## src/rtl/readout_seq.sv

```systemverilog
// Readout sequencer: streams captured samples newest-first from sample memory
// to the host transmit stream, with per-byte-group disable masking.
module readout_seq #(
  parameter int unsigned MDW = 32,
  parameter int unsigned AW  = 12,
  parameter int unsigned CW  = 16
) (
  input  logic           clk,
  input  logic           rst,
  input  logic [7:0]     cmd_code,
  input  logic [31:0]    cmd_data,
  input  logic           cmd_valid,
  input  logic           abort,
  input  logic           start,
  input  logic [AW-1:0]  trg_addr,
  output logic           mem_rd,
  output logic [AW-1:0]  mem_addr,
  input  logic [MDW-1:0] mem_rdata,
  output logic           out_tvalid,
  output logic [MDW-1:0] out_tdata,
  output logic [3:0]     out_tkeep,
  input  logic           out_tready,
  output logic           busy,
  output logic           done
);

  localparam int unsigned NGRP     = MDW / 8;
  localparam logic [7:0]  CMD_CFG  = 8'h81;
  localparam logic [7:0]  CMD_MASK = 8'h82;

  typedef enum logic [2:0] {
    S_IDLE = 3'd0,
    S_RD   = 3'd1,
    S_LAT  = 3'd2,
    S_SEND = 3'd3,
    S_DONE = 3'd4
  } state_e;

  state_e         state_q, state_d;
  logic [CW-1:0]  read_cnt_q, read_cnt_d;
  logic [CW-1:0]  delay_cnt_q, delay_cnt_d;
  logic [3:0]     mask_q, mask_d;
  logic [CW-1:0]  rem_q, rem_d;
  logic [AW-1:0]  addr_q, addr_d;
  logic [3:0]     keep_q, keep_d;
  logic [MDW-1:0] data_q, data_d;
  logic           mem_rd_q, mem_rd_d;
  logic           tvalid_q, tvalid_d;
  logic           busy_q, busy_d;
  logic           done_q, done_d;

  // State and datapath registers
  always_ff @(posedge clk) begin
    if (rst) begin
      state_q     <= S_IDLE;
      read_cnt_q  <= '0;
      delay_cnt_q <= '0;
      mask_q      <= '0;
      rem_q       <= '0;
      addr_q      <= '0;
      keep_q      <= '0;
      data_q      <= '0;
      mem_rd_q    <= 1'b0;
      tvalid_q    <= 1'b0;
      busy_q      <= 1'b0;
      done_q      <= 1'b0;
    end else begin
      state_q     <= state_d;
      read_cnt_q  <= read_cnt_d;
      delay_cnt_q <= delay_cnt_d;
      mask_q      <= mask_d;
      rem_q       <= rem_d;
      addr_q      <= addr_d;
      keep_q      <= keep_d;
      data_q      <= data_d;
      mem_rd_q    <= mem_rd_d;
      tvalid_q    <= tvalid_d;
      busy_q      <= busy_d;
      done_q      <= done_d;
    end
  end

  // Next-state, config decode and registered-output precompute
  always_comb begin
    state_d     = state_q;
    read_cnt_d  = read_cnt_q;
    delay_cnt_d = delay_cnt_q;
    mask_d      = mask_q;
    rem_d       = rem_q;
    addr_d      = addr_q;
    keep_d      = keep_q;
    data_d      = data_q;
    done_d      = 1'b0;

    if (cmd_valid) begin
      case (cmd_code)
        CMD_CFG: begin
          read_cnt_d  = cmd_data[CW-1:0];
          delay_cnt_d = CW'(cmd_data[31:16]);
        end
        CMD_MASK: mask_d = cmd_data[5:2];
        default:  ;
      endcase
    end

    case (state_q)
      S_IDLE: begin
        // Snapshot uses pre-write config, so a same-cycle command affects the next run
        if (start) begin
          state_d = S_RD;
          addr_d  = trg_addr + AW'(delay_cnt_q);
          rem_d   = read_cnt_q;
          keep_d  = ~mask_q;
        end
      end
      S_RD:   state_d = S_LAT;
      S_LAT: begin
        for (int g = 0; g < NGRP; g++) begin
          data_d[8*g +: 8] = keep_q[g] ? mem_rdata[8*g +: 8] : 8'h00;
        end
        state_d = S_SEND;
      end
      S_SEND: begin
        if (out_tready) begin
          if (rem_q == '0) begin
            state_d = S_DONE;
          end else begin
            rem_d   = rem_q - CW'(1);
            addr_d  = addr_q - AW'(1);
            state_d = S_RD;
          end
        end
      end
      S_DONE: state_d = S_IDLE;
      default: state_d = S_IDLE;
    endcase

    // DONE already pulses done, so an abort there must not pulse it again
    if (abort && (state_q != S_IDLE)) begin
      done_d  = (state_q != S_DONE);
      state_d = S_IDLE;
    end

    mem_rd_d = (state_d == S_RD);
    tvalid_d = (state_d == S_SEND);
    busy_d   = (state_d != S_IDLE);
    done_d   = done_d | (state_d == S_DONE);
  end

  assign mem_rd     = mem_rd_q;
  assign mem_addr   = addr_q;
  assign out_tvalid = tvalid_q;
  assign out_tdata  = data_q;
  assign out_tkeep  = keep_q;
  assign busy       = busy_q;
  assign done       = done_q;

endmodule

```

## config.mk

```make
export PLATFORM = sky130hd
export DESIGN_NAME = readout_seq
export DESIGN_NICKNAME = d
export VERILOG_FILES = /design/src/rtl/readout_seq.sv
export SDC_FILE = /design/constraint.sdc
export NUM_CORES = 1
export LEC_CHECK = 0
export CAP_MARGIN = 20
export CORE_MARGIN = 4
export CORE_UTILIZATION = 43
export DETAILED_ROUTE_END_ITERATION = 8
export GPL_TIMING_DRIVEN = 0
export HOLD_SLACK_MARGIN = 0.06
export PLACE_DENSITY_LB_ADDON = 0.2
export SLEW_MARGIN = 30
export SYNTH_ARGS = -nofsm -noshare
export SYNTH_HDL_FRONTEND = slang
export SYNTH_SLANG_ARGS = --single-unit
```

## constraint.sdc

```tcl
create_clock -name clk -period 2.1 [get_ports clk]
set_input_delay 0.42 -clock clk [delete_from_list [all_inputs] [get_ports clk]]
set_output_delay 0.42 -clock clk [all_outputs]
set_load 0.02 [all_outputs]
```

==> results.yml, run 1 <==
clock_network:
  cts_tree: "built"
  cts_hold_buf: 0
  htreeDepth: 3
  path_clk_slew_ps: 70
  cts_max_path_buffers: 2
  cts_inserted_buffers: 9
  cts_sinks: 103
  root_buffer: "clkbuf_16"
  clk_latency_ps: 350
synthesis:
  synth_area_mm2: 0.00493
  synth_compound_area_share_pct: 23.1
  synth_edf_count: 0
  synth_xor_xnor_area_share_pct: 1.78
  synthMuxAreaShare_pct: 1.32
  yosys_warnings: 0
  synth_ff_type: "dfxtp_1"
  synth-seq-area-share_pct: 41.8
  ys_types: 59
  synth_fp_nets: 729
  yosys.area_share.simple_pct: 23.4
  synth_area_per_cell_um2: 7.90
  synth_cells: 624
  synth-adder-area-share_pct: 3.96
  ys_seq_elements: 103
  ys_async_sr_fraction_pct: 0
  synth_top_family_by_area: "simple AND/OR/NAND/NOR gates"
placed_design:
  port_buffers: 137
  placed_area_mm2: 0.00648
  hpwl_mm: 11.2
  dp_cells: 901
  finalWeightedCongestion: 0.882
final_layout:
  antenna_cells: 0
  syn_to_final_growth_pct: 44.6
  drive_above_1_share_pct: 11.3
  layout.nets: 877
  fin_cells: 917
  fin_util_pct: 64.6
  final_area_mm2: 0.00712
sta:
  whs_ps: 437
  max_slew.worst_pin.slew_ps: 768
  timing.fmax_mhz: 475
  hold_violations: 0
  finalCriticalPeriod_ps: 2110
  min_period_over_period_pct: 100
  rsz0062_at_grt: "yes"
  relSlewSlack_pct: 48.8
  finClkSkew_ps: 7.56
  setup_viol: 1
  maxSlewViolCount: 0
  fin_ws_ps: -6.81
worst_setup_path:
  worstSetupEndpointType: "flip-flop"
  path_cells: "dlygate4sd2_1, ha_4, fa_2, a211oi_4, o21bai_1, a21oi_2, xnor2_2, a221oi_2, nor3_2"
  crit_path_start_kind: "primary input"
  arrival_ps: 2320
  critPathKind: "primary input to flip-flop"
  required_ps: 2320
  crit_fanout: 3
  crit_path_top_delay_cell: "fa_2"
  slowest_delay_ps: 410
run_status:
  violations: "negative setup slack"
  outcome: "finished, violations left"
grt:
  grt_pass1_vias: 4809
  grt_first_pass_wirelength_mm: 23.9
  grt_usage_pct: 22.6
  grt_max_degree: 17
  grt_overflow_total: 0
  antenna_found_initial: 0
power:
  p_total_w: 0.00502
  leakagePower_nw: 2.51
  vdd_drop_max_v: 0.000468
  power.density_mw_per_mm2: 705
drt:
  drt-total-wl_mm: 15.6
  drt_iter0_drc: 339
  vias_per_cell: 5.61
  via_count: 5141
  drt_first_pass_iters: 6
  avgRoutedWirePerCell_um: 17.0
  route.detailed.drc: 0
  drtAntennaViolNets: 0
floorplan:
  core_mm2: 0.0110
  die_h_um: 115
  start_util_pct: 44.7
  placementRows: 38
  dieWidth_um: 115
  dieArea_mm2: 0.0132
  io_pins: 142
job:
  max_cap_viol_count: 0
hold_path:
  hp-class: "flip-flop to flip-flop"
==> final cells by class <==
class,instances,area [um^2]
Clock buffer,12,256
Timing Repair Buffer,140,1400
Tap cell,140,175
Clock inverter,4,77.6
Fill cell,972,3910
Sequential cell,103,2070
Multi-Input combinational cell,468,2900
Buffer,40,208
Inverter,10,37.5
==> cell usage after synthesis, types with 3 or more instances <==
| master | n | area share, % |
|---|---|---|
| a211oi_2 | 3 | 0.76 |
| a221oi_2 | 3 | 0.91 |
| a21o_1 | 5 | 0.76 |
| nand2_1 | 117 | 8.9 |
| ha_1 | 14 | 3.6 |
| mux2i_1 | 5 | 1.0 |
| a211oi_1 | 10 | 1.5 |
| nand4_1 | 5 | 0.63 |
| nor3b_1 | 7 | 1.1 |
| nand3_1 | 39 | 4.0 |
| dfxtp_1 | 103 | 42 |
| clkbuf_1 | 35 | 2.7 |
| nor3_1 | 12 | 1.2 |
| o22ai_1 | 4 | 0.51 |
| or3b_2 | 3 | 0.53 |
| o21ai_1 | 6 | 0.61 |
| a31oi_1 | 3 | 0.38 |
| nor4_1 | 6 | 0.76 |
| a22oi_1 | 5 | 0.76 |
| a21oi_1 | 96 | 9.7 |
| o21ai_0 | 32 | 3.2 |
| inv_1 | 10 | 0.76 |
| buf_2 | 4 | 0.41 |
| nor2_1 | 42 | 3.2 |
| xnor2_1 | 7 | 1.2 |
| xor2_1 | 3 | 0.53 |
==> cells by family after synthesis <==
group | count (synthesis)
AO/OA/AOI/OAI | 189
XOR/XNOR | 10
adder cells (fa/ha/maj) | 15
buffers and inverters | 53
flip-flops | 103
multiplexers | 6
AND/OR/NAND/NOR | 248
==> through the flow <==
step           setup TNS (ps)  setup slack, ps
2_1_floorplan               0             8.92
4_1_cts                 -20.8            -20.8
5_1_grt                  -302            -85.6
6_report                -6.81            -6.81
3_5_place_dp           -21060             -599
3_3_place_gp           -19660             -580
==> worst max-delay path, delay by kind of cell <==
family,cells,cell delay [ps]
AOI/OAI and AO/OA,4,850
xor gates and xnor gates,1,130
adders and majority gates,2,590
buffers and inverters,1,270
and+or+nand+nor,1,70
==> cells in the final DEF (no fill, tap or decap), types with 4 or more instances in the layout <==
cell type / instances
a211oi_1: 6
a211oi_2: 6
mux2i_1: 5
a21o_1: 4
nor2_1: 42
xnor2_1: 5
clkbuf_16: 9
clkbuf_1: 28
o21ai_2: 5
ha_4: 4
o21ai_0: 26
a21oi_1: 94
clkbuf_2: 4
o22ai_1: 4
dfxtp_1: 100
nand4_1: 5
nor3_1: 9
clkdlybuf4s50_1: 133
o21ai_1: 8
nand3_1: 39
a22oi_1: 5
inv_1: 10
nand2_1: 117
ha_1: 8
nor4_1: 5
nor3_2: 4
buf_4: 6
==> registers in the layout, indices dropped and copies added, names as in the netlist <==
signal and cells:
read_cnt_q 16, rem_q 16, mem_addr 12, done 1, delay_cnt_q 12, out_tdata 32, mask_q 4, busy 1
state_q 3, mem_rd 1, out_tvalid 1, out_tkeep 4
==> power by group <==
group	internal (W)	leakage, nW	switching (W)
Clock	0.00112	0.163	0.000751
Combinational	0.000483	1.51	0.000574
Sequential	0.00202	0.836	0.0000772
Total	0.00362	2.51	0.00140
==> routing by layer <==
| metal | wire, um | part of all wire (%) | up-vias | GRT usage (%) |
|---|---|---|---|---|
| met2 | 7460 | 48 | 200 | 37.4 |
| met1 | 6790 | 44 | 2408 | 30.0 |
| met5 | 0 | 0 | - | 0 |
| li1 | - | - | 2505 | - |
| met4 | 302 | 1.9 | 0 | 7.20 |
| met3 | 1050 | 6.7 | 28 | 4.00 |
==> repair_timing <==
action | CTS | global route
setup buffers | 3 | 0
resized for setup | 26 | 48
pin swaps | 6 | 12
setup endpoints to repair | 46 | 60
==> final timing paths <==
kind	slack [ps]	start	cells past startpoint	endpoint
max	-7	trg_addr[0]	9	mem_addr[6]
min	440	mask_q[3]	1	out_tkeep[3]
max reg2reg	0	delay_cnt_q[0]	8	mem_addr[6]
min reg2reg	440	mask_q[3]	1	out_tkeep[3]
Note: power is estimated with default switching activity, not from simulation.
==> run 2, diff against run 1 <==
--- a/config.mk
+++ b/config.mk
@@ -8,8 +8,8 @@
 export CAP_MARGIN = 20
 export CORE_MARGIN = 4
 export CORE_UTILIZATION = 43
+export CTS_CLUSTER_DIAMETER = 40
 export DETAILED_ROUTE_END_ITERATION = 8
-export GPL_TIMING_DRIVEN = 0
 export HOLD_SLACK_MARGIN = 0.06
 export PLACE_DENSITY_LB_ADDON = 0.2
 export SLEW_MARGIN = 30
==> run 2 against run 1 <==
- the flow now finishes without violations
- power is 1.3% lower
- final cell count rose by 1.3%
- first-iteration DRC count down 6.2%
- register-to-register slack better by 130 ps
- fmax grew 3.2%
- worst hold slack improved by 15 ps
- core utilization grew 0.81 points
- clock power is 7% lower
- cell area is 1.2% higher
- largest power group unchanged
==> results.yml, run 2 (synthesis results as in run 1) <==
run_status:
  outcome: "finished, final reports clean"
floorplan:
  start_util_pct: 44.7
  dieWidth_um: 115
  core_mm2: 0.0110
  io_pins: 142
  die_h_um: 115
  dieArea_mm2: 0.0132
  placementRows: 38
clock_network:
  root_buffer: "clkbuf_16"
  clk_latency_ps: 340
  path_clk_slew_ps: 70
  cts_inserted_buffers: 9
  cts_tree: "built"
  cts_sinks: 103
  cts_max_path_buffers: 2
  htreeDepth: 3
worst_setup_path:
  critPathKind: "primary input to flip-flop"
  crit_path_start_kind: "primary input"
  slowest_delay_ps: 480
  arrival_ps: 2270
  worstSetupEndpointType: "flip-flop"
  worstRegToRegCells: 8
  crit_path_top_delay_cell: "clkdlybuf4s50_1"
  crit_fanout: 12
  ff2ff_setup_slack_ps: 130
  required_ps: 2330
  path_cells: "clkdlybuf4s50_1, or4b_4, nand2_2, o21a_4, buf_12, buf_4, a21oi_2, a2111oi_2"
placed_design:
  finalWeightedCongestion: 0.848
  placed_area_mm2: 0.00673
  port_buffers: 137
  post-place-ws_ps: -626
  hpwl_mm: 10.5
grt:
  grt_max_degree: 46
  grt_first_pass_wirelength_mm: 22.3
  grt_usage_pct: 20.4
  grt_overflow_total: 0
  grt_pass1_vias: 4819
  antenna_found_initial: 0
sta:
  fin_ws_ps: 58.9
  setup_viol: 0
  hold_violations: 0
  finClkSkew_ps: 9.04
  maxSlewViolCount: 0
  max_slew.worst_pin.slew_ps: 653
  whs_ps: 451
  finalCriticalPeriod_ps: 2040
  relSlewSlack_pct: 56.5
  min_period_over_period_pct: 97.2
  timing.fmax_mhz: 490
drt:
  route.detailed.drc: 0
  avgRoutedWirePerCell_um: 15.2
  vias_per_cell: 5.48
  drtAntennaViolNets: 0
  drt_first_pass_iters: 4
  drt-total-wl_mm: 14.1
  drt_iter0_drc: 318
  via_count: 5093
final_layout:
  fin_util_pct: 65.4
  antenna_cells: 0
  largest_register_ffs: 32
  layout_commonest_cell: "clkdlybuf4s50_1"
  syn_to_final_growth_pct: 46.4
  final_cell_mix: "134 x clkdlybuf4s50_1, 117 x nand2_1, 102 x dfxtp_1"
  drive_above_1_share_pct: 14.2
  layout.nets: 889
  final_area_mm2: 0.00721
hold_path:
  min_path_cells: 1
  hp-class: "flip-flop to flip-flop"
power:
  swShare_pct: 28.7
  p_sw_w: 0.00142
  vdd_drop_max_v: 0.000415
  pwr-share-seq_pct: 42.6
  leakagePower_nw: 2.62
  p_total_w: 0.00496
  power.share.clock_pct: 35.1
  combPwrFrac_pct: 22.3
  p_int_w: 0.00353
  power.density_mw_per_mm2: 687
job:
  max_cap_viol_count: 0
## run 2: cell count changes in the layout (fill, tap and decap cells not counted), sizes merged
cell           previous run  this run
buf                       9        55
bufinv                    2         1
clkbuf                   46        10
clkdlybuf4s50           133       134
clkinvlp                  0         1
dlymetal6s2s              3         1
inv                      10        13
## run 2: power by group through the flow
| stage | logic (W) | clock network, W | registers, W |
|---|---|---|---|
| floorplan | 0.000502 | 0 | 0.00218 |
| global placement | 0.00101 | 0 | 0.00215 |
| detailed placement | 0.00104 | 0 | 0.00215 |
| CTS | 0.00105 | 0.00177 | 0.00211 |
| global route | 0.00119 | 0.00185 | 0.00212 |
| finish | 0.00111 | 0.00174 | 0.00211 |
## run 2: metal layers
metal  up-vias  wire length, um  global-route usage [%]
met5         -                0                       0
met1      2376             6140                    26.7
met3        28              840                    3.37
met2       156             6880                    34.5
met4         0              278                    6.26
li1       2533                -                       -
## run 2: worst paths after layout
check / startpoint / to
worst max-delay path: start / mem_addr[9]
worst min-delay path: mask_q[3] / out_tkeep[3]
worst max register to register: delay_cnt_q[0] / mem_addr[6]
worst min register to register: mask_q[3] / out_tkeep[3]
## run 2: layout make-up
class / instances / area [um^2]
clock inverters: 7 / 88.8
clock buffers: 9 / 225
flip-flops and latches: 103 / 2060
inverters: 10 / 37.5
well taps: 140 / 175
multi-input cells: 468 / 2790
fillers: 959 / 3820
repair buffers: 192 / 1840
## run 2: through the flow
step,instances,TNS [ps]
floorplan,624,0
finish,929,0
detailed placement,911,-8020
global placement,911,-5840
global route,929,-27.2
CTS,927,0
## run 2: repair_timing
| action | 4_1_cts | 5_1_grt |
|---|---|---|
| setup buffers | 0 | 1 |
| pin swaps | 9 | 8 |
| endpoints found under the setup margin | 7 | 28 |
| gates cloned | 0 | 1 |
| hold buffers | 0 | 0 |
| resized for setup | 15 | 20 |
## run 2: critical path: cells and delay by family
family                 cells  cell delay [ps]
and+or+nand+nor            2              570
AOI/OAI and AO/OA          3              540
buffers and inverters      3              750
